## config.mk

```make
export PLATFORM = sky130hd
export DESIGN_NAME = xge_pkt_tx_gen
export DESIGN_NICKNAME = d
export VERILOG_FILES = /design/src/rtl/xge_pkt_tx_gen.sv
export SDC_FILE = /design/constraint.sdc
export NUM_CORES = 1
export LEC_CHECK = 0
export ABC_AREA = 1
export BUFFER_PORTS_ARGS = -buffer_cell sky130_fd_sc_hd__buf_2
export CAP_MARGIN = 5
export CORE_ASPECT_RATIO = 0.75
export CORE_MARGIN = 2
export CORE_UTILIZATION = 58
export DETAILED_ROUTE_END_ITERATION = 12
export GPL_ROUTABILITY_DRIVEN = 1
export PLACE_DENSITY = 0.91
export SYNTH_ARGS = -nofsm -noshare
export SYNTH_HDL_FRONTEND = slang
export SYNTH_SLANG_ARGS = --single-unit
```

## constraint.sdc

```tcl
create_clock -name clk_156m25 -period 3.5 [get_ports clk_156m25]
set_input_delay 0.7 -clock clk_156m25 [delete_from_list [all_inputs] [get_ports clk_156m25]]
set_output_delay 0.7 -clock clk_156m25 [all_outputs]
set_load 0.02 [all_outputs]
```

## src/rtl/xge_pkt_tx_gen.sv

```systemverilog
// xge_pkt_tx_gen: packet-level traffic source for the xge_mac transmit
// packet interface. Emits a run of frames of a fixed, clamped length with a
// deterministic byte pattern, a programmable inter-packet gap, and honours
// pkt_tx_full back-pressure.
//
// Handshake: a word is transferred in every cycle where pkt_tx_val=1; there
// is no ready. pkt_tx_full sampled 1 at an edge forces pkt_tx_val=0 after that
// edge and holds data/sop/eop, so at most one word follows the MAC raising
// full.
module xge_pkt_tx_gen #(
   parameter int MIN_LEN = 64,
   parameter int MAX_LEN = 9600
) (
   input  logic        clk_156m25,
   input  logic        reset_156m25_n,
   input  logic        start,
   input  logic        stop,
   input  logic [15:0] cfg_pkt_num,
   input  logic [13:0] cfg_pkt_len,
   input  logic [7:0]  cfg_gap,
   input  logic        pkt_tx_full,
   output logic [63:0] pkt_tx_data,
   output logic        pkt_tx_val,
   output logic        pkt_tx_sop,
   output logic        pkt_tx_eop,
   output logic [2:0]  pkt_tx_mod,
   output logic        busy,
   output logic        done,
   output logic [31:0] pkt_sent_cnt,
   output logic [1:0]  fsm_state
);

   localparam logic [1:0] ST_IDLE = 2'd0;
   localparam logic [1:0] ST_SEND = 2'd1;
   localparam logic [1:0] ST_GAP  = 2'd2;

   logic [1:0]  state_q, state_d;
   logic [15:0] pidx_q, pidx_d;
   logic [11:0] word_q, word_d;
   logic [11:0] words_q, words_d;
   logic [2:0]  lmod_q, lmod_d;
   logic [15:0] num_q, num_d;
   logic [15:0] frame_cnt_q, frame_cnt_d;
   logic [7:0]  gap_q, gap_d;
   logic [7:0]  gap_cnt_q, gap_cnt_d;
   logic        stop_pend_q, stop_pend_d;
   logic        fin_q, fin_d;

   logic [63:0] data_q, data_d;
   logic        val_q, val_d;
   logic        sop_q, sop_d;
   logic        eop_q, eop_d;
   logic [2:0]  mod_q, mod_d;
   logic        busy_q, busy_d;
   logic        done_q, done_d;
   logic [31:0] cnt_q, cnt_d;

   logic [13:0] len_clamped;
   logic [14:0] len_round;
   logic [11:0] words_cfg;
   logic        last_word;
   logic [7:0]  base_byte;
   logic [63:0] word_data;

   // Clamp the requested length and derive words per frame.
   always_comb begin
      len_clamped = cfg_pkt_len;
      if (cfg_pkt_len < 14'(MIN_LEN)) begin
         len_clamped = 14'(MIN_LEN);
      end else if (cfg_pkt_len > 14'(MAX_LEN)) begin
         len_clamped = 14'(MAX_LEN);
      end
      len_round = {1'b0, len_clamped} + 15'd7;
      words_cfg = len_round[14:3];
   end

   // Pattern word for the current frame/word; tail bytes of the eop word are 0.
   always_comb begin
      last_word = (word_q == (words_q - 12'd1));
      base_byte = pidx_q[7:0] + {word_q[4:0], 3'b000};
      word_data = '0;
      for (int k = 0; k < 8; k++) begin
         if (last_word && (lmod_q != 3'd0) && (3'(k) >= lmod_q)) begin
            word_data[63 - 8*k -: 8] = 8'h00;
         end else begin
            word_data[63 - 8*k -: 8] = base_byte + 8'(k);
         end
      end
   end

   // Next-state logic for the run FSM and all registered outputs.
   always_comb begin
      state_d     = state_q;
      pidx_d      = pidx_q;
      word_d      = word_q;
      words_d     = words_q;
      lmod_d      = lmod_q;
      num_d       = num_q;
      frame_cnt_d = frame_cnt_q;
      gap_d       = gap_q;
      gap_cnt_d   = gap_cnt_q;
      stop_pend_d = stop_pend_q;
      fin_d       = 1'b0;
      data_d      = data_q;
      val_d       = 1'b0;
      sop_d       = sop_q;
      eop_d       = eop_q;
      mod_d       = mod_q;
      cnt_d       = cnt_q;
      done_d      = fin_q;

      case (state_q)
         ST_IDLE: begin
            data_d      = '0;
            sop_d       = 1'b0;
            eop_d       = 1'b0;
            mod_d       = 3'd0;
            stop_pend_d = 1'b0;
            // fin_q marks the eop cycle of the previous run, where busy is still 1.
            if (start && !fin_q) begin
               state_d     = ST_SEND;
               num_d       = cfg_pkt_num;
               gap_d       = cfg_gap;
               words_d     = words_cfg;
               lmod_d      = len_clamped[2:0];
               word_d      = '0;
               frame_cnt_d = '0;
            end
         end
         ST_SEND: begin
            stop_pend_d = stop_pend_q | stop;
            if (!pkt_tx_full) begin
               val_d  = 1'b1;
               sop_d  = (word_q == 12'd0);
               eop_d  = last_word;
               mod_d  = last_word ? lmod_q : 3'd0;
               data_d = word_data;
               if (last_word) begin
                  pidx_d      = pidx_q + 16'd1;
                  cnt_d       = cnt_q + 32'd1;
                  frame_cnt_d = frame_cnt_q + 16'd1;
                  word_d      = '0;
                  if (((num_q != 16'd0) && (frame_cnt_d == num_q)) || stop_pend_d) begin
                     state_d = ST_IDLE;
                     fin_d   = 1'b1;
                  end else if (gap_q != 8'd0) begin
                     state_d   = ST_GAP;
                     gap_cnt_d = gap_q;
                  end
               end else begin
                  word_d = word_q + 12'd1;
               end
            end
         end
         ST_GAP: begin
            stop_pend_d = stop_pend_q | stop;
            data_d      = '0;
            sop_d       = 1'b0;
            eop_d       = 1'b0;
            mod_d       = 3'd0;
            gap_cnt_d   = gap_cnt_q - 8'd1;
            if (gap_cnt_q <= 8'd1) begin
               if (stop_pend_d) begin
                  state_d = ST_IDLE;
                  fin_d   = 1'b1;
               end else begin
                  state_d = ST_SEND;
               end
            end
         end
         default: begin
            state_d = ST_IDLE;
         end
      endcase

      busy_d = (state_d != ST_IDLE) | fin_d;
   end

   // State and output registers with synchronous active-low reset.
   always_ff @(posedge clk_156m25) begin
      if (!reset_156m25_n) begin
         state_q     <= ST_IDLE;
         pidx_q      <= '0;
         word_q      <= '0;
         words_q     <= '0;
         lmod_q      <= '0;
         num_q       <= '0;
         frame_cnt_q <= '0;
         gap_q       <= '0;
         gap_cnt_q   <= '0;
         stop_pend_q <= 1'b0;
         fin_q       <= 1'b0;
         data_q      <= '0;
         val_q       <= 1'b0;
         sop_q       <= 1'b0;
         eop_q       <= 1'b0;
         mod_q       <= '0;
         busy_q      <= 1'b0;
         done_q      <= 1'b0;
         cnt_q       <= '0;
      end else begin
         state_q     <= state_d;
         pidx_q      <= pidx_d;
         word_q      <= word_d;
         words_q     <= words_d;
         lmod_q      <= lmod_d;
         num_q       <= num_d;
         frame_cnt_q <= frame_cnt_d;
         gap_q       <= gap_d;
         gap_cnt_q   <= gap_cnt_d;
         stop_pend_q <= stop_pend_d;
         fin_q       <= fin_d;
         data_q      <= data_d;
         val_q       <= val_d;
         sop_q       <= sop_d;
         eop_q       <= eop_d;
         mod_q       <= mod_d;
         busy_q      <= busy_d;
         done_q      <= done_d;
         cnt_q       <= cnt_d;
      end
   end

   assign pkt_tx_data  = data_q;
   assign pkt_tx_val   = val_q;
   assign pkt_tx_sop   = sop_q;
   assign pkt_tx_eop   = eop_q;
   assign pkt_tx_mod   = mod_q;
   assign busy         = busy_q;
   assign done         = done_q;
   assign pkt_sent_cnt = cnt_q;
   assign fsm_state    = state_q;

endmodule
```

==> metrics, run 1 <==
antenna viol nets, final 0; vias 11450; initial antenna violation count 0; Synth Instances 1609; Chip Width 161.1 microns; DR iter-0 viols 1331; async set or reset register ratio after synthesis 0%; vias in the first global route 10460; CP top delay family simple AND/OR/NAND/NOR gates; Core Region 18290 sq um; GRT overflow 0; CP endpoint kind flop; Area contributors post-synth dfxtp_1 (36%), nand2_1 (14%), a21oi_1 (7.9%); Final Hold Violating Endpoints 0; Worst Path Buf+Inv 1; worst path cell trace inv_2, ha_1, nand2_1, nor2_4, nand2_1, xor2_1, nand2_1, nor2_1, nand3_2, nor2_1, o21ai_1, nand2_1, a21oi_1; CP Data Required Time 3.81 ns; Post-synth EDFFs 0; Leak 5.266 nW; crit share post-route 80.97%; ANT cells 0; top_reg_cell synth dfxtp_1; CTS Root Cell clkbuf_16; Post CTS Setup Buffer Count 0; Ports 149; CP startpoint kind flop; CP max FO 8; clock latency on the worst-skew pair 0.44 ns; setup ws final 0.6660 ns; Max Cap Viol 0; Syn Std Cell Area 10740 sq um; initial core utilization 58.69%; Slowest cell on crit path o21ai_1; clk slew on worst S/H paths 0.08 ns; per-cell routed wire length 15.67 microns; post-place setup slack 0.7659 ns; vias per cell 5.731; yosys warns 0; final setup vio count 0; Crit path top cell by count nand2_1; synth cell count leaders nand2_1 (401), dfxtp_1 (191), a21oi_1 (169), nor2_1 (166), inv_1 (159); port bufs 148; count leader, synth nand2_1; worst-case clock buffer depth 2; RR Startpoint words_q[0]; FILL cells 1570; CP max stage delay 0.38 ns; total iterations of the first detailed-routing run 7; R2R Setup Slk 0.67 ns; cell taking the most area after synthesis dfxtp_1; GP Congestion 1.055; Hold WC Path Type reg -> reg; status finished clean; fin nets 1806; Crit path depth 13; worst vdd ir 0.0002935 V; final wirelength 31310 microns; CTS Sinks 191; row count 43; area grow syn2layout 14.14%; CTS tree done; Final Critical Period 2.834 ns; largest net degree at the start of global routing 50; die area 19630 sq um; Post-route DRC 0; Syn Nets 1677; post-synth top area share 35.61%; RSZ-0062 raised after global routing false; worst slew pin tran 0.8632 ns; H-Tree Depth 4; Yosys reg bits 191; first-pass GRT wire length 50610 microns; share of layout cells above drive strength 1 13.82%; WP data arrival 3.14 ns; Slew HR 42.06%; sequential cell area fraction in the yosys report 35.61%; worst-case reg-to-reg path depth 13; Avg Cell Area, Syn 6.673 sq um; Netlist cell types 50; cts hold-fix bufs 0; gr usage total 31.68%; Setup crit start words_q[0]; crit path to pkt_tx_data[16]; TNS Setup 0 ns; Die H 121.8 microns; Resized Gates After CTS 0; Slew Limit Fails 0; CP Class reg -> reg; FF-to-FF End pkt_tx_data[16]; DP HPWL 23070 microns; Setup Skew 0.009033 ns; CTS buffer count 17; Power Dens Cells 406.2 nW/um^2; FMAX 0.3529 GHz
## layout make-up
type | instances | area [sq um] | share of cell area [%]
clock buffers | 17 | 425.4 | 3.471
clock inverters | 15 | 166.4 | 1.358
inverters | 171 | 645.6 | 5.269
multi-input cells | 1191 | 5996 | 48.93
flip-flops and latches | 191 | 3824 | 31.20
well taps | 247 | 309.0 | 2.522
repair buffers | 166 | 888.4 | 7.249
## worst min-delay path by stage
stage                          from         endpoint  slack [ns]  cells after the start
floorplan                    done_d             done        0.41                      2
global placement             done_d             done        0.42                      2
detailed placement           done_d             done        0.42                      2
CTS                          done_d             done        0.43                      2
global route        pkt_tx_data[25]  pkt_tx_data[25]        0.48                      2
finish                       done_d             done        0.43                      2
## placed cells by master, fill, tap and decap left out, types with 14 or more instances in the layout
master / instances
a21oi_1: 169
buf_2: 148
ha_1: 24
nand2_1: 401
o21ai_0: 72
nor4_1: 16
xor2_1: 47
buf_4: 17
xnor2_1: 14
inv_1: 158
dfxtp_1: 191
nor3_1: 41
clkbuf_16: 17
nand4_1: 54
nand3_1: 104
nor2_1: 166
## metal layers
metal,vias up,GRT usage [%],routed length (microns)
met5,-,0,0
met4,0,8.873,609
met3,72,6.095,3010
met2,557,51.31,14020
met1,5256,43.45,13660
li1,5566,-,-
## power by group
part	total [W]	switching (W)	internal, W
sequential	0.00231	0.0000664	0.00224
combinational	0.000735	0.000503	0.000232
clock	0.00194	0.000974	0.000962
total	0.00498	0.00154	0.00343
## logic make-up (layout without fill, tap and decap cells)
family	after synthesis	after routing	synth area share [%]
AO/OA/AOI/OAI	284	284	13.93
buffers and inverters	227	369	8.542
XOR/XNOR	62	62	5.128
AND/OR/NAND/NOR	819	819	33.71
adder cells (fa/ha/maj)	25	25	2.983
multiplexers	1	1	0.09323
flip-flops	191	191	35.61
## state kept, by name, summed over array words and instances (netlist names)
| signal | flops |
|---|---|
| lmod_q | 3 |
| pkt_tx_sop | 1 |
| word_q | 12 |
| pkt_sent_cnt | 32 |
| stop_pend_q | 1 |
| done | 1 |
| num_q | 16 |
| frame_cnt_q | 16 |
| pkt_tx_eop | 1 |
| pidx_q | 8 |
| gap_cnt_q | 8 |
| done_d | 1 |
| pkt_tx_val | 1 |
| pkt_tx_data | 64 |
| gap_q | 8 |
| words_q | 12 |
| busy | 1 |
| pkt_tx_mod | 3 |
| fsm_state | 2 |
## worst reg2reg max path, cell delays in order, from the launching register on
cell,delay [ns]
dfxtp_1,0.33
inv_2,0.09
ha_1,0.19
nand2_1,0.12
nor2_4,0.18
nand2_1,0.12
xor2_1,0.25
nand2_1,0.10
nor2_1,0.12
nand3_2,0.19
nor2_1,0.30
o21ai_1,0.38
nand2_1,0.26
a21oi_1,0.08
## through the flow
stage	cells	area, sq um	hold WS [ns]	util [%]	power (W)
floorplan	1609	10740	0.4071	-	0.002871
finish	1998	12250	0.4275	66.99	0.004978
CTS	1998	12250	0.4279	66.99	0.004978
global route	1998	12250	0.4795	66.99	0.005166
global placement	1966	11660	0.4188	63.76	0.003042
detailed placement	1966	11660	0.4179	63.76	0.003069
No activity file was read; power rests on OpenSTA's default activity.
==> run 2: changes to the inputs <==
--- a/config.mk
+++ b/config.mk
@@ -5,7 +5,7 @@
 export SDC_FILE = /design/constraint.sdc
 export NUM_CORES = 1
 export LEC_CHECK = 0
-export ABC_AREA = 1
+export ABC_AREA = 0
 export BUFFER_PORTS_ARGS = -buffer_cell sky130_fd_sc_hd__buf_2
 export CAP_MARGIN = 5
 export CORE_ASPECT_RATIO = 0.75
@@ -13,7 +13,7 @@
 export CORE_UTILIZATION = 58
 export DETAILED_ROUTE_END_ITERATION = 12
 export GPL_ROUTABILITY_DRIVEN = 1
-export PLACE_DENSITY = 0.91
+export PLACE_DENSITY = 0.92
 export SYNTH_ARGS = -nofsm -noshare
 export SYNTH_HDL_FRONTEND = slang
 export SYNTH_SLANG_ARGS = --single-unit
==> constraint.sdc (replaced) <==
create_clock -name clk_156m25 -period 2.82 [get_ports clk_156m25]
set_input_delay 0.564 -clock clk_156m25 [delete_from_list [all_inputs] [get_ports clk_156m25]]
set_output_delay 0.564 -clock clk_156m25 [all_outputs]
set_load 0.02 [all_outputs]
==> metrics, run 2 <==
Ports 149 (unchanged); area grow syn2layout 29.78%; share of layout cells above drive strength 1 28.45% (+15 points); max reg flops 64 (unchanged); TNS Setup -2.784 ns (-2.784 ns); clk slew on worst S/H paths 0.07 ns (about the same); final setup vio count 37 (+37); initial core utilization 59.24% (+0.54 points); Syn Nets 1304 (-22%); CP Class reg -> reg; CP max FO 5 (-3); vias in the first global route 9812 (-6.2%); Leak 5.227 nW (-0.73%); sequential cell area fraction in the yosys report 38.36% (+2.7 points); FMAX 0.3296 GHz (-6.6%); DR iter-0 viols 1889 (+42%); gr usage total 33.70% (+2.0 points); Final Critical Period 3.034 ns (+0.2002 ns); port bufs 148 (unchanged); register area 3837 sq um (+0.36%); synth cell count leaders dfxtp_1 (191), nor2_1 (156), nand2_1 (120), a21oi_1 (93), clkbuf_1 (69); CTS Sinks 191 (unchanged); Multi-input gate area 6324 sq um (+5.5%); commonest non-fill, non-tap cell in the layout dfxtp_1; count leader, synth dfxtp_1; cell taking the most area after synthesis dfxtp_1; async set or reset register ratio after synthesis 0% (unchanged); Slowest cell on crit path or4_4; worst vdd ir 0.0003735 V (+27%); CP top delay family simple AND/OR/NAND/NOR gates; clock latency on the worst-skew pair 0.45 ns (about the same); CP Data Required Time 3.14 ns (-0.67 ns); Setup Skew 0.01524 ns (+0.006203 ns); Netlist cell types 73 (+46%); failing checks setup timing; WHS 0.3521 ns (-0.07543 ns); CP max stage delay 0.57 ns (+0.19 ns); GP Congestion 1.033 (-2.2%); CP startpoint kind flop; CP endpoint kind flop; crit share post-route 107.6% (+27 points); initial antenna violation count 1 (+1); CTS Root Cell clkbuf_16; Power Dens Cells 476.4 nW/um^2 (+17%); Core Region 16830 sq um (-8.0%); Placement Cell Area 11450 sq um (-1.8%); Design Area, Final 12930 sq um (+5.6%); H-Tree Depth 4 (unchanged); first-pass GRT wire length 49920 microns (-1.4%); fin nets 1503 (-17%); antenna viol nets, final 0 (unchanged); setup ws final -0.2142 ns (-0.8802 ns); status finished, violations left; Avg Cell Area, Syn 8.064 sq um (+21%); CTS buffer count 17 (unchanged); vias 10960 (-4.3%); yosys warns 0 (unchanged); Area contributors post-synth dfxtp_1 (38%), nor2_1 (5.9%), xnor2_1 (5.8%); Slew HR 58.96% (+17 points); Worst Path Buf+Inv 2 (+1); Slew Limit Fails 0 (unchanged); WP data arrival 3.35 ns (+0.21 ns); FILL cells 1033 (-34%); Chip Width 155.4 microns (-3.6%); top_reg_cell synth dfxtp_1; Syn Std Cell Area 9967 sq um (-7.2%); Yosys reg bits 191 (unchanged); per-cell routed wire length 21.34 microns (+36%); Post-synth EDFFs 0 (unchanged); Die H 117.5 microns (-3.5%); worst path cell trace or4_4, o31ai_4, buf_6, o2111ai_2, or4_4, nor4b_4, a21oi_4, clkbuf_16, a21oi_4, o32ai_4; largest net degree at the start of global routing 71 (+42%); row count 41 (-4.7%); worst-case clock buffer depth 2 (unchanged); RSZ-0062 raised after global routing true; most frequent cells in the layout dfxtp_1 (182), nor2_1 (154), buf_2 (148); Synth Instances 1236 (-23%); Final Hold Violating Endpoints 0 (unchanged); Max Cap Viol 0 (unchanged); worst slew pin tran 0.6157 ns (-0.2476 ns); Hold WC Path Type in -> reg; vias per cell 6.587 (+15%); CTS tree done; final wirelength 35510 microns (+13%); post-synth top area share 38.36% (+2.7 points); die area 18260 sq um (-7.0%); Post-route DRC 0 (unchanged); GRT overflow 0 (unchanged); DP HPWL 21400 microns (-7.2%); total iterations of the first detailed-routing run 7 (unchanged)
run 2: cell count changes after synthesis, sizes merged, moves of 30 or more:
cell    change
nand2     -287
a21oi      -76
inv       -133
clkbuf     +30
xnor2      +52
nand3      -63
a22oi      +38
or3        +41
run 2: cell type report:
type	instances	share of cell area, %
Timing Repair Buffer	263	13.70
Tap cell	215	2.080
Inverter	34	1.006
Multi-Input combinational cell	928	48.89
Clock buffer	20	3.531
Antenna cell	1	0.01935
Clock inverter	12	1.112
Sequential cell	191	29.67
run 2: cells by family after synthesis:
| family | after synthesis | share of synthesized area (%) |
|---|---|---|
| AND/OR/NAND/NOR | 485 | 23.86 |
| XOR/XNOR | 113 | 9.930 |
| buffers and inverters | 118 | 4.845 |
| adder cells (fa/ha/maj) | 25 | 3.214 |
| flip-flops | 191 | 38.36 |
| AO/OA/AOI/OAI | 299 | 19.26 |
| multiplexers | 5 | 0.5272 |
run 2: path summary, 6_finish.rpt:
| path | from | end | slack (ns) | depth (start not counted) |
|---|---|---|---|---|
| hold reg to reg | words_q[7] | words_q[7] | 0.48 | 2 |
| hold / removal | cfg_gap[2] | gap_q[2] | 0.35 | 3 |
| setup reg to reg | words_q[5] | gap_cnt_q[3] | -0.21 | 10 |
| setup / recovery | words_q[5] | gap_cnt_q[3] | -0.21 | 10 |
run 2: what timing repair did:
item,4_1_cts,5_1_grt
cloned,1,2
hold buffers,0,0
setup endpoints to repair,63,122
endpoints found under the hold margin,0,0
resized for setup,16,129
pin swaps,6,41
buffers inserted,5,9
run 2: report_power, final:
| part | switching, W | internal [W] |
|---|---|---|
| logic | 0.000538 | 0.000309 |
| registers | 0.0000532 | 0.00274 |
| clock network | 0.00114 | 0.00138 |
| total | 0.00174 | 0.00443 |
run 2: layer usage:
metal  routed length, microns  global-route usage, %  up-vias
met1                    13870                  45.95     5140
met5                        0                      0        -
met3                     3943                  7.585      201
met4                     1650                  13.65        0
li1                         -                      -     4789
met2                    16040                  51.74      830
run 2: tightest hold or removal path: stages:
cell	delay, ns
buf_2	0.09
nand2_1	0.05
a21oi_1	0.05
run 2: through the flow:
| stage | worst slack (ns) | util, % | power, W | cells |
|---|---|---|---|---|
| CTS | -0.06655 | 72.28 | 0.006042 | 1652 |
| global route | -0.2905 | 76.87 | 0.006311 | 1664 |
| detailed placement | -0.1172 | 68.03 | 0.003590 | 1614 |
| global placement | -0.04372 | 68.03 | 0.003571 | 1614 |
| floorplan | 0.08595 | - | 0.003304 | 1236 |
| finish | -0.2142 | 76.87 | 0.006162 | 1664 |
